**src/rtl/gate_test_pkg.sv**
```systemverilog
// Shared types and sizes for the AND-gate test sequencer.
package gate_test_pkg;
   localparam int NUM_VEC = 8;
   localparam int VEC_W   = 3;
   localparam int ERR_W   = 4;
   localparam int TMR_W   = 4;

   typedef enum logic [2:0] {
      ST_IDLE   = 3'd0,
      ST_DRIVE  = 3'd1,
      ST_SETTLE = 3'd2,
      ST_CHECK  = 3'd3,
      ST_DONE   = 3'd4
   } state_e;
endpackage

```
**src/rtl/gate_test_seq_settle_timer.sv**
```systemverilog
// Settle timer: cleared on load, counts 0..SETTLE_CYC-1 while enabled,
// flags expire on the last count and wraps back to 0.
module settle_timer
   import gate_test_pkg::*;
#(
   parameter int SETTLE_CYC = 2
) (
   input  logic clk,
   input  logic rst_n,
   input  logic load,
   input  logic en,
   output logic expire
);
   localparam logic [TMR_W-1:0] LAST = (SETTLE_CYC == 0) ? '0 : TMR_W'(SETTLE_CYC - 1);

   logic [TMR_W-1:0] cnt_q, cnt_d;

   assign expire = en && (cnt_q == LAST);

   // next count: load clears, enabled counting wraps on expire
   always_comb begin
      cnt_d = cnt_q;
      if (load)
         cnt_d = '0;
      else if (en)
         cnt_d = expire ? '0 : cnt_q + TMR_W'(1);
   end

   // counter register
   always_ff @(posedge clk or negedge rst_n) begin
      if (!rst_n) cnt_q <= '0;
      else        cnt_q <= cnt_d;
   end
endmodule

```
**src/rtl/gate_test_seq.sv**
```systemverilog
// Sequencer that walks all 8 input vectors through a 3-input AND gate,
// waits for the gate to settle, and compares both the a&b node and the
// final output against their ideal values.
module gate_test_seq
   import gate_test_pkg::*;
#(
   parameter int SETTLE_CYC = 2,
   parameter int NUM_VEC    = gate_test_pkg::NUM_VEC
) (
   input  logic             clk,
   input  logic             rst_n,
   input  logic             start,
   input  logic             abort,
   output logic             dut_a,
   output logic             dut_b,
   output logic             dut_c,
   input  logic             dut_d,
   input  logic             dut_e,
   output logic             busy,
   output logic             done,
   output logic             pass,
   output logic [ERR_W-1:0] err_cnt,
   output logic [7:0]       fail_vec
);
   state_e             state_q, state_d;
   logic [VEC_W-1:0]   vec_q, vec_d;
   logic [ERR_W-1:0]   err_q, err_d;
   logic [7:0]         fail_q, fail_d;
   logic               pass_q, pass_d;
   logic               tmr_load, tmr_en, tmr_expire;
   logic               drv_en, exp_d, exp_e, mism;

   settle_timer #(.SETTLE_CYC(SETTLE_CYC)) u_tmr (
      .clk    (clk),
      .rst_n  (rst_n),
      .load   (tmr_load),
      .en     (tmr_en),
      .expire (tmr_expire)
   );

   // gate stimulus is only driven while a vector is in flight
   assign drv_en = (state_q == ST_DRIVE) || (state_q == ST_SETTLE) || (state_q == ST_CHECK);
   assign dut_a  = drv_en & vec_q[2];
   assign dut_b  = drv_en & vec_q[1];
   assign dut_c  = drv_en & vec_q[0];

   // ideal gate response for the current vector
   assign exp_d = vec_q[2] & vec_q[1];
   assign exp_e = vec_q[2] & vec_q[1] & vec_q[0];
   assign mism  = (dut_d != exp_d) || (dut_e != exp_e);

   assign busy     = (state_q != ST_IDLE);
   assign done     = (state_q == ST_DONE) && !abort;
   assign pass     = pass_q;
   assign err_cnt  = err_q;
   assign fail_vec = fail_q;

   // next-state and result bookkeeping; abort overrides everything outside IDLE
   always_comb begin
      state_d  = state_q;
      vec_d    = vec_q;
      err_d    = err_q;
      fail_d   = fail_q;
      pass_d   = pass_q;
      tmr_load = 1'b0;
      tmr_en   = 1'b0;
      if (abort && state_q != ST_IDLE) begin
         state_d  = ST_IDLE;
         pass_d   = 1'b0;
         tmr_load = 1'b1;
      end else begin
         case (state_q)
            ST_IDLE: begin
               if (start && !abort) begin
                  state_d = ST_DRIVE;
                  vec_d   = '0;
                  err_d   = '0;
                  fail_d  = '0;
                  pass_d  = 1'b0;
               end
            end
            ST_DRIVE: begin
               tmr_load = 1'b1;
               state_d  = (SETTLE_CYC > 0) ? ST_SETTLE : ST_CHECK;
            end
            ST_SETTLE: begin
               tmr_en = 1'b1;
               if (tmr_expire) state_d = ST_CHECK;
            end
            ST_CHECK: begin
               if (mism) begin
                  fail_d[vec_q] = 1'b1;
                  if (err_q < ERR_W'(NUM_VEC)) err_d = err_q + ERR_W'(1);
               end
               if (vec_q == VEC_W'(NUM_VEC - 1)) begin
                  state_d = ST_DONE;
                  // pass is visible alongside the done pulse
                  pass_d  = (err_d == '0);
               end else begin
                  vec_d   = vec_q + VEC_W'(1);
                  state_d = ST_DRIVE;
               end
            end
            ST_DONE:  state_d = ST_IDLE;
            default:  state_d = ST_IDLE;
         endcase
      end
   end

   // state and result registers
   always_ff @(posedge clk or negedge rst_n) begin
      if (!rst_n) begin
         state_q <= ST_IDLE;
         vec_q   <= '0;
         err_q   <= '0;
         fail_q  <= '0;
         pass_q  <= 1'b0;
      end else begin
         state_q <= state_d;
         vec_q   <= vec_d;
         err_q   <= err_d;
         fail_q  <= fail_d;
         pass_q  <= pass_d;
      end
   end
endmodule

```
**config.mk**
```make
export PLATFORM = sky130hd
export DESIGN_NAME = gate_test_seq
export DESIGN_NICKNAME = d
export VERILOG_FILES = /design/src/rtl/gate_test_pkg.sv /design/src/rtl/gate_test_seq_settle_timer.sv /design/src/rtl/gate_test_seq.sv
export SDC_FILE = /design/constraint.sdc
export NUM_CORES = 1
export LEC_CHECK = 0
export ABC_CLOCK_PERIOD_IN_PS = 2500
export CORE_AREA = 2 2 53 55
export CTS_BUF_LIST = sky130_fd_sc_hd__clkbuf_8
export DETAILED_ROUTE_END_ITERATION = 8
export DIE_AREA = 0 0 55 57
export PLACE_DENSITY_LB_ADDON = 0.12
export SETUP_SLACK_MARGIN = 0.15
export SLEW_MARGIN = 15
export SYNTH_ARGS = -nofsm -noshare
export SYNTH_HDL_FRONTEND = slang
export SYNTH_HIERARCHICAL = 1
export SYNTH_SLANG_ARGS = --single-unit
```
**constraint.sdc**
```tcl
create_clock -name clk -period 2.5 [get_ports clk]
set_clock_uncertainty 0.15 [all_clocks]
set_input_delay 0.5 -clock clk [delete_from_list [all_inputs] [get_ports clk]]
set_output_delay 0.5 -clock clk [all_outputs]
set_load 0.01 [all_outputs]
```
==> impl_metrics.xml <==
<?xml version="1.0" encoding="UTF-8"?>
<metrics>
  <group name="status">
    <metric name="run_status" unit="">finished clean</metric>
  </group>
  <group name="logic_synthesis">
    <metric name="syn-num-nets" unit="">143</metric>
    <metric name="sequential_element_share_of_the_synthesized_area" unit="">0.428</metric>
    <metric name="synth_mux_area_frac" unit="">0.0465</metric>
    <metric name="syn_inst" unit="">132</metric>
    <metric name="synth_async_sr_flop_share" unit="">1.00</metric>
    <metric name="synth_compound_gate_area_share" unit="">0.140</metric>
    <metric name="synth_simple_gate_area_share" unit="">0.256</metric>
    <metric name="yosys_most_used_dff" unit="">sky130_fd_sc_hd__dfrtp_1</metric>
    <metric name="synth-xor-area-share" unit="">0.0195</metric>
    <metric name="synth_seq_cells" unit="">23</metric>
    <metric name="avgSynthCellArea" unit="um2">10.2</metric>
    <metric name="synthDistinctLibCells" unit="">43</metric>
    <metric name="synth_area" unit="um2">1350</metric>
    <metric name="yosysWarningCount" unit="">6</metric>
    <metric name="synth-adder-area-share" unit="">0.0465</metric>
    <metric name="synth_edf_count" unit="">0</metric>
    <metric name="synth_top_family_by_area" unit="">simple AND/OR/NAND/NOR gates</metric>
  </group>
  <group name="clock_tree">
    <metric name="clkSlewWorstSetupHoldPaths" unit="ps">80</metric>
    <metric name="cts_tree" unit="">yes</metric>
    <metric name="cts-root-buf" unit="">sky130_fd_sc_hd__clkbuf_8</metric>
    <metric name="cts_buffer_depth" unit="">2</metric>
    <metric name="h-tree-depth" unit="">1</metric>
    <metric name="worstSkewPairLatency" unit="ps">260</metric>
    <metric name="numCtsBuffers" unit="">3</metric>
    <metric name="cts.sink_count" unit="">23</metric>
  </group>
  <group name="grt">
    <metric name="initial_antenna_violation_count" unit="">0</metric>
    <metric name="grt_pass1_wl" unit="um">4950</metric>
    <metric name="groute.usage.overall" unit="">0.211</metric>
    <metric name="grt_start_max_net_pins" unit="">24</metric>
    <metric name="grt_pass1_vias" unit="">1137</metric>
    <metric name="grt-ovfl-total" unit="">0</metric>
  </group>
  <group name="timing">
    <metric name="number_of_pins_with_negative_max_slew_slack_in_the_final_report" unit="">0</metric>
    <metric name="number_of_endpoints_with_negative_hold_slack_in_the_final_report" unit="">0</metric>
    <metric name="final.period_utilization" unit="">0.911</metric>
    <metric name="worst_slew_pin_slew" unit="ps">381</metric>
    <metric name="timing.slew.headroom" unit="">0.746</metric>
    <metric name="post-route-min-period" unit="ps">2280</metric>
    <metric name="grt_setup_unrepaired" unit="">false</metric>
    <metric name="worst_hold_slack" unit="ps">362</metric>
    <metric name="setup_tns" unit="ps">0</metric>
    <metric name="fmax" unit="GHz">0.439</metric>
    <metric name="setup_viol" unit="">0</metric>
  </group>
  <group name="routing">
    <metric name="routed_wire_length_per_instance" unit="um">15.0</metric>
    <metric name="detailroute.via_count" unit="">1109</metric>
    <metric name="drt_drc_violations_left" unit="">0</metric>
    <metric name="routed_via_density" unit="">5.72</metric>
    <metric name="final_antenna_net_count" unit="">0</metric>
    <metric name="routed_wirelength" unit="um">2920</metric>
    <metric name="drt_iter0_drc" unit="">21</metric>
    <metric name="drt-pass1-iter-count" unit="">4</metric>
  </group>
  <group name="finish">
    <metric name="num-nets-final" unit="">175</metric>
    <metric name="syn2layout_area_growth" unit="%">26.0</metric>
    <metric name="most-common-layout-cells" unit="">sky130_fd_sc_hd__clkdlybuf4s50_1, sky130_fd_sc_hd__nor2_1, sky130_fd_sc_hd__dfrtp_1, sky130_fd_sc_hd__buf_4, sky130_fd_sc_hd__nand2_1</metric>
    <metric name="antenna_cells" unit="">0</metric>
    <metric name="layout_commonest_cell" unit="">sky130_fd_sc_hd__clkdlybuf4s50_1</metric>
    <metric name="drive_above_1_share" unit="">0.209</metric>
  </group>
  <group name="floorplanning">
    <metric name="io-pin-count" unit="">24</metric>
    <metric name="fp.dieW" unit="um">55</metric>
    <metric name="chipHeight" unit="um">57</metric>
    <metric name="core-area" unit="um2">2620</metric>
    <metric name="die_area" unit="um2">3140</metric>
    <metric name="starting_utilization_of_the_core_area" unit="">0.515</metric>
    <metric name="rows" unit="">19</metric>
  </group>
  <group name="power_and_ir_drop">
    <metric name="leak" unit="uW">0.000744</metric>
    <metric name="switching_share" unit="">0.268</metric>
    <metric name="total_switching_power" unit="uW">209</metric>
    <metric name="clock_network_fraction_of_total_power" unit="">0.287</metric>
    <metric name="power_density" unit="nW/um2">459</metric>
    <metric name="worst_ir_drop_on_vdd" unit="V">0.000453</metric>
    <metric name="intPower" unit="uW">570</metric>
    <metric name="combinational_fraction_of_design_power" unit="">0.193</metric>
    <metric name="seqPwrFrac" unit="">0.520</metric>
    <metric name="p_total" unit="uW">779</metric>
  </group>
  <group name="place">
    <metric name="place.gp.congestion" unit="">0.790</metric>
    <metric name="numPortBuffers" unit="">23</metric>
    <metric name="detailedPlacementHpwl" unit="um">2010</metric>
  </group>
  <group name="worst_setup_path">
    <metric name="cp.required" unit="ps">1850</metric>
    <metric name="crit_fanout" unit="">11</metric>
    <metric name="cp_data_arrival_time" unit="ps">1630</metric>
    <metric name="start_kind" unit="">flop</metric>
    <metric name="setup.worst_path.class" unit="">reg2out</metric>
    <metric name="register_to_register_setup_slack" unit="ps">590</metric>
    <metric name="worstSetupEndpointType" unit="">output pin</metric>
  </group>
  <group name="worst_hold_path">
    <metric name="hold_path.class" unit="">reg2reg</metric>
  </group>
  <group name="run">
    <metric name="max_cap_violations" unit="">0</metric>
  </group>
</metrics>
final cells by class:
type | instances | area [um2]
clock buffers | 3 | 41.3
clock inverters | 1 | 3.75
fillers | 247 | 918
inverters | 5 | 18.8
multi-input cells | 95 | 684
flip-flops and latches | 23 | 583
well taps | 31 | 38.8
repair buffers | 36 | 327
per-stage QoR:
| step | setup slack, ps | cells | area (um2) | util |
|---|---|---|---|---|
| final | 222 | 194 | 1700 | 0.649 |
| after global routing | 177 | 194 | 1700 | 0.649 |
| after CTS | 174 | 187 | 1640 | 0.627 |
| after detailed placement | 116 | 183 | 1590 | 0.609 |
| after global placement | 111 | 183 | 1590 | 0.609 |
| after floorplan | 602 | 132 | 1350 | - |
kinds of logic (layout without fill, tap and decap cells):
logic type	Yosys count	in the layout
AOI/OAI and AO/OA	23	23
buffers and inverters	14	45
xor gates and xnor gates	3	3
and+or+nand+nor	58	58
muxes	6	6
DFF	23	23
adders and majority gates	5	5
critical path, stage by stage, from the launching register on:
cell	delay, ps
sky130_fd_sc_hd__dfrtp_2	480
sky130_fd_sc_hd__or3_1	400
sky130_fd_sc_hd__clkdlybuf4s50_1	480
power by group through the flow:
stage               Combinational, uW  Clock, uW  Sequential [uW]
global route                      167        244              408
floorplan                        88.1          0              406
CTS                               124        229              414
finish                            151        224              405
global placement                  120          0              419
detailed placement                124          0              420
Yosys cell counts, drive strengths merged, types with 2 or more instances:
| library cell | instances | area [um2] |
|---|---|---|
| nand3 | 2 | 10.0 |
| nor3b | 7 | 63.8 |
| a31oi | 6 | 37.5 |
| mux2 | 2 | 22.5 |
| or3 | 4 | 25.0 |
| dfrtp | 23 | 576 |
| nand2 | 8 | 30.0 |
| a22o | 2 | 17.5 |
| and3 | 4 | 26.3 |
| and2 | 2 | 13.8 |
| buf | 9 | 67.6 |
| inv | 5 | 18.8 |
| mux2i | 4 | 40.0 |
| nand4 | 2 | 18.8 |
| ha | 5 | 62.6 |
| nor4b | 3 | 26.3 |
| nor3 | 2 | 10.0 |
| nor2 | 18 | 67.6 |
| a41oi | 5 | 51.3 |
| o211ai | 2 | 20.0 |
| o21ai | 2 | 10.0 |
| o31ai | 2 | 15.0 |
| xnor2 | 3 | 26.3 |
final timing paths:
path	depth (start not counted)	from	to
max	2	state_q[2]	busy
min	2	fail_vec[6]	fail_vec[6]
max reg2reg	7	vec_q[0]	vec_q[0]
min reg2reg	2	fail_vec[6]	fail_vec[6]
max in group asynchronous	2	rst_n	vec_q[0]
min in group asynchronous	2	rst_n	err_cnt[1]
state kept, by name (all words and copies together) (netlist names):
register / flops
vec_q: 3
state_q: 3
pass: 1
fail_vec: 8
err_cnt: 4
u_tmr/cnt_q: 4
routing by layer:
metal | vias up | part of all wire | wire length (um) | GRT usage
met5 | - | 0 | 0 | 0
met4 | 0 | 0.0086 | 25 | 0.0627
met3 | 4 | 0.037 | 108 | 0.0340
met2 | 22 | 0.48 | 1400 | 0.335
met1 | 547 | 0.47 | 1380 | 0.296
li1 | 536 | - | - | -
what timing repair did:
action | in CTS | in global routing
endpoints found under the setup margin | 4 | 4
hold buffers | 0 | 0
resized for setup | 4 | 3
cloned | 0 | 0
setup buffers | 0 | 7
No activity file was read; power rests on OpenSTA's default activity.
